## config.mk

```make
export PLATFORM = sky130hd
export DESIGN_NAME = split_bus_arbiter
export DESIGN_NICKNAME = d
export VERILOG_FILES = /design/src/rtl/split_bus_arbiter.sv
export SDC_FILE = /design/constraint.sdc
export NUM_CORES = 1
export LEC_CHECK = 0
export ABC_CLOCK_PERIOD_IN_PS = 4550
export CORE_ASPECT_RATIO = 0.7
export CORE_UTILIZATION = 62
export DETAILED_ROUTE_END_ITERATION = 12
export PLACE_DENSITY = 0.84
export RECOVER_POWER = 25
export SKIP_LAST_GASP = 1
export SYNTH_ARGS = -nofsm -noshare
export SYNTH_HDL_FRONTEND = slang
export SYNTH_SLANG_ARGS = --single-unit
```

## constraint.sdc

```tcl
create_clock -name clk -period 4.55 [get_ports clk]
set_clock_uncertainty 0.05 [all_clocks]
set_input_delay 0.91 -clock clk [delete_from_list [all_inputs] [get_ports clk]]
set_output_delay 0.91 -clock clk [all_outputs]
set_load 0.03 [all_outputs]
```

## src/rtl/split_bus_arbiter.sv

```systemverilog
// Bus arbiter for two initiators and one split-capable target: grants, split
// parking/lending, starvation override for initiator 2 and hold timeout.
module split_bus_arbiter #(
  parameter int STARVE_LIMIT = 16,
  parameter int HOLD_LIMIT   = 1024
) (
  input  logic       clk,
  input  logic       rst_n,
  input  logic       m1_req,
  input  logic       m2_req,
  input  logic       split_s_req,
  input  logic       xfer_done,
  input  logic       split_start,
  output logic       m1_grant,
  output logic       m2_grant,
  output logic       split_s_grant,
  output logic [1:0] bus_owner,
  output logic       split_pending,
  output logic       split_owner,
  output logic       timeout_err
);

  typedef enum logic [1:0] {
    IDLE    = 2'd0,
    G_M1    = 2'd1,
    G_M2    = 2'd2,
    G_SPLIT = 2'd3
  } state_t;

  localparam logic [7:0]  STARVE_TH = 8'(STARVE_LIMIT);
  localparam logic [15:0] HOLD_MAX  = 16'(HOLD_LIMIT - 1);

  state_t      state_r;
  state_t      state_s;
  logic        pend_s;
  logic        owner_s;
  logic        tmo_s;
  logic [7:0]  starve_r;
  logic [7:0]  starve_s;
  logic [15:0] hold_r;
  logic [15:0] hold_s;
  logic        eff_m1_s;
  logic        eff_m2_s;
  logic        hold_expired_s;

  // The parked initiator may not compete until its split data has returned.
  assign eff_m1_s       = m1_req & ~(split_pending & ~split_owner);
  assign eff_m2_s       = m2_req & ~(split_pending & split_owner);
  assign hold_expired_s = (hold_r == HOLD_MAX);

  // Next-state, split bookkeeping and timeout decision.
  always_comb begin
    state_s = state_r;
    pend_s  = split_pending;
    owner_s = split_owner;
    tmo_s   = 1'b0;
    case (state_r)
      IDLE: begin
        if (split_s_req && split_pending) begin
          state_s = G_SPLIT;
        end else if (eff_m2_s && (starve_r >= STARVE_TH)) begin
          state_s = G_M2;
        end else if (eff_m1_s) begin
          state_s = G_M1;
        end else if (eff_m2_s) begin
          state_s = G_M2;
        end else begin
          state_s = IDLE;
        end
      end
      G_M1, G_M2: begin
        if (split_start) begin
          state_s = IDLE;
          // A second split while one is outstanding just ends the transfer.
          if (!split_pending) begin
            pend_s  = 1'b1;
            owner_s = (state_r == G_M2);
          end else begin
            pend_s  = split_pending;
          end
        end else if (xfer_done) begin
          state_s = IDLE;
        end else if (hold_expired_s) begin
          state_s = IDLE;
          tmo_s   = 1'b1;
        end else begin
          state_s = state_r;
        end
      end
      G_SPLIT: begin
        if (xfer_done) begin
          state_s = IDLE;
          pend_s  = 1'b0;
        end else if (hold_expired_s) begin
          state_s = IDLE;
          pend_s  = 1'b0;
          tmo_s   = 1'b1;
        end else begin
          state_s = G_SPLIT;
        end
      end
      default: begin
        state_s = IDLE;
      end
    endcase
  end

  // Starvation and hold counters.
  always_comb begin
    starve_s = starve_r;
    hold_s   = hold_r;
    if ((state_s == G_M2) && (state_r != G_M2)) begin
      starve_s = 8'd0;
    end else if (!eff_m2_s) begin
      starve_s = 8'd0;
    end else if ((state_r != G_M2) && (starve_r != 8'hFF)) begin
      starve_s = starve_r + 8'd1;
    end else begin
      starve_s = starve_r;
    end
    if ((state_s != state_r) || (state_r == IDLE)) begin
      hold_s = 16'd0;
    end else begin
      hold_s = hold_r + 16'd1;
    end
  end

  // State, counters and registered output decode.
  always_ff @(posedge clk or negedge rst_n) begin
    if (!rst_n) begin
      state_r       <= IDLE;
      starve_r      <= 8'd0;
      hold_r        <= 16'd0;
      split_pending <= 1'b0;
      split_owner   <= 1'b0;
      timeout_err   <= 1'b0;
      m1_grant      <= 1'b0;
      m2_grant      <= 1'b0;
      split_s_grant <= 1'b0;
      bus_owner     <= 2'd0;
    end else begin
      state_r       <= state_s;
      starve_r      <= starve_s;
      hold_r        <= hold_s;
      split_pending <= pend_s;
      split_owner   <= owner_s;
      timeout_err   <= tmo_s;
      m1_grant      <= (state_s == G_M1);
      m2_grant      <= (state_s == G_M2);
      split_s_grant <= (state_s == G_SPLIT);
      bus_owner     <= state_s;
    end
  end

endmodule

```

==> metrics.md <==
| Metric | Value |
|---|---|
| Status | finished clean |
| H-tree depth | 2 |
| Post-Synth Adder-Cell Area | 3.96% |
| Fin cells | 234 |
| Post-synth EDFFs | 0 |
| Synth Register Bits | 32 |
| CP max-delay cell | xnor2_2 |
| Initial Util | 66.8% |
| Syn_area_per_cell | 10.5 sq um |
| Worst path cell trace | dlygate4sd3_1 > nand3b_1 > a21oi_1 > nand2_2 > xnor2_2 > nor3_1 |
| Worst-margin pin slew | 1030 ps |
| Syn-to-layout area delta | 12.7% |
| Total global routing overflow | 0 |
| GRT Resource Usage Total | 26.6% |
| Fmax achieved | 343 MHz |
| Largest net degree at the start of global routing | 22 |
| Placed insts | 226 |
| Hold path depth | 1 |
| Yosys top cell area share | 42.2% |
| GPL Wtd Cong | 0.894 |
| Residual DRC | 0 |
| TritonCTS buffer count | 5 |
| Worst R2R Start | state_r[0] |
| Synth Area in Compound Gates | 10.8% |
| Synth Cell Area | 1900 sq um |
| Chip width | 68.1 um |
| Post-synthesis sequential area ratio | 42.2% |
| CP Capture Type | flop |
| RSZ-0062 raised after global routing | false |
| Post-CTS Setup Bufs | 0 |
| Post-route ant nets | 0 |
| Fin crit share | 64.0% |
| Final #Nets | 210 |
| Drt total wl | 3920 um |
| Leak | 0.872 nW |
| Mux contribution to synthesized area | 0.527% |
| Routed length per placed instance | 16.7 um |
| Layout cells sized above 1 | 16.7% |
| Crit start category | input port |
| Most frequent cells in the layout | dfrtp_1, inv_1, nor3_1 |
| Chip Height | 48.3 um |
| Crit path DAT | 2990 ps |
| First-pass GRT wire length | 6090 um |
| IO Pins | 15 |
| Hold Vio Cnt, Final | 0 |
| Post-CTS Resized | 0 |
| Min-delay src | hold_r[0] |
| Crit Path Class | input port to flop |
| Ant diodes | 0 |
| Largest family of logic cells by synthesized area | simple AND/OR/NAND/NOR gates |
| Leading cell type in the layout, fill and taps excluded | dfrtp_1 |
| CTS tree | built |
| Asr flop ratio synth | 100% |
| Port buffer count | 14 |
| Max Fanout on Critical Path | 16 |
| Bufs on Longest Clock Path | 2 |
| Fin util | 75.2% |
| Area of the multi-input gates | 1010 sq um |
| TNS Setup | 0 ps |
| Core area | 2840 sq um |
| Post-synth top area cell | dfrtp_1 |
| Cell count after synthesis | 180 |
| Post-layout power | 1.07 mW |
| FF/Latch Area | 801 sq um |
| 1st-iter DRT viols | 132 |
| Pins Over Slew Limit | 0 |
| Peak supply drop | 421 uV |
| Slew HR | 31.1% |
| Vias in the first global route | 1328 |
| Vias per inst | 6.07 |
| Die area | 3290 sq um |
| R2r endpoint | hold_r[3] |
| CP required | 4620 ps |
| Vias | 1421 |
| Tmin final | 2910 ps |
| Root buffer cell | clkbuf_8 |
| Clock-pin slew on the worst setup and hold paths | 70 ps |
| Ys Warns | 0 |
| Delay of the slowest critical-path stage | 790 ps |
| Synth Flop Type | dfrtp_1 |
| Synth unique cells | 45 |
| Worst reg2reg setup slack | 2000 ps |
| TritonRoute pass-1 iters | 5 |
| Post-DP HPWL | 2760 um |
| Worst skew pair latency | 290 ps |
| Fillers | 188 |
| Initial antenna violation count | 0 |
| Worst Hold Class | flop to flop |
| CTS Sinks | 32 |
| Synth top area cells | dfrtp_1, nor3_2, xnor2_1, xor2_1, ha_1 |
| Reg2reg path depth | 7 |
| Simple logic cell fraction of the synthesized area | 28.1% |
| Hold Path Sink | hold_r[0] |
| XOR/XNOR Fraction of Synth Area | 9.62% |
| # hold bufs at CTS | 0 |
| Post-synth net total | 193 |
| Cell Rows | 16 |
| Maxcap violations | 0 |
| Pwr Density | 502 nW/um^2 |
| Final setup violation count | 0 |
-- per-stage QoR --
| stage | setup slack (ps) | area (sq um) | hold WS [ps] |
|---|---|---|---|
| 6_report | 1640 | 2140 | 464 |
| 5_1_grt | 1560 | 2140 | 488 |
| 4_1_cts | 1790 | 2140 | 463 |
| 3_5_place_dp | 1480 | 2050 | 449 |
| 3_3_place_gp | 1620 | 2050 | 433 |
| 2_1_floorplan | 2420 | 1900 | 412 |
-- synth_stat cells, drive strengths merged, types with 3 or more instances --
library cell,instances
dfrtp,32
nand3,9
nand2,9
and4,4
buf,4
nand4,8
a21oi,8
inv,13
o21ai,4
xnor2,11
xor2,9
ha,6
nor4,3
nor3,23
nor2,11
and3,3
a21boi,3
-- worst max-delay path: cells and delay by family --
family                    cells  cell delay [ps]
AOI/OAI and AO/OA             1              220
buffers and inverters         1              610
xor gates and xnor gates      1              790
and+or+nand+nor               3              450
-- power by group --
| group | leakage (nW) | internal (mW) | total (mW) | switching, mW |
|---|---|---|---|---|
| clock network | 0.0455 | 0.123 | 0.226 | 0.103 |
| logic | 0.392 | 0.163 | 0.476 | 0.313 |
| registers | 0.434 | 0.323 | 0.372 | 0.0488 |
-- area by class of cell --
type                       count  area share, %
timing repair buffer          15           6.90
sequential                    32           37.4
multi-input combinational    130           47.0
clock buffer                   8           4.21
tap                           36           2.11
inverter                      13           2.28
-- cell families (layout without fill, tap and decap cells) --
kind of cell / count (synthesis) / in the layout
adders and majority gates: 6 / 6
DFF: 32 / 32
muxes: 1 / 1
buffers and inverters: 18 / 36
xor gates and xnor gates: 20 / 20
and+or+nand+nor: 79 / 79
AOI/OAI and AO/OA: 24 / 24
-- how the worst max path moves through the flow --
stage / from / endpoint / slack (ps) / cells after the start
floorplan: m2_req / starve_r[0] / 2420 / 6
global placement: split_start / hold_r[4] / 1620 / 6
detailed placement: split_start / hold_r[15] / 1480 / 6
CTS: split_start / hold_r[15] / 1790 / 6
global route: split_start / hold_r[4] / 1560 / 6
finish: split_start / hold_r[3] / 1640 / 6
-- sequential cells by signal, indices dropped and copies added, names as in the netlist --
| name | cells |
|---|---|
| split_s_grant | 1 |
| starve_r | 8 |
| split_pending | 1 |
| hold_r | 16 |
| split_owner | 1 |
| state_r | 2 |
| m1_grant | 1 |
| timeout_err | 1 |
| m2_grant | 1 |
-- routing by layer --
| metal | part of all wire, % | wire (um) | track usage [%] |
|---|---|---|---|
| met1 | 46 | 1810 | 35.1 |
| met2 | 47 | 1850 | 42.9 |
| met3 | 6.4 | 252 | 8.64 |
| met4 | 0 | 0 | 7.08 |
| met5 | 0 | 0 | 0 |
(Power assumes the default switching activity.)
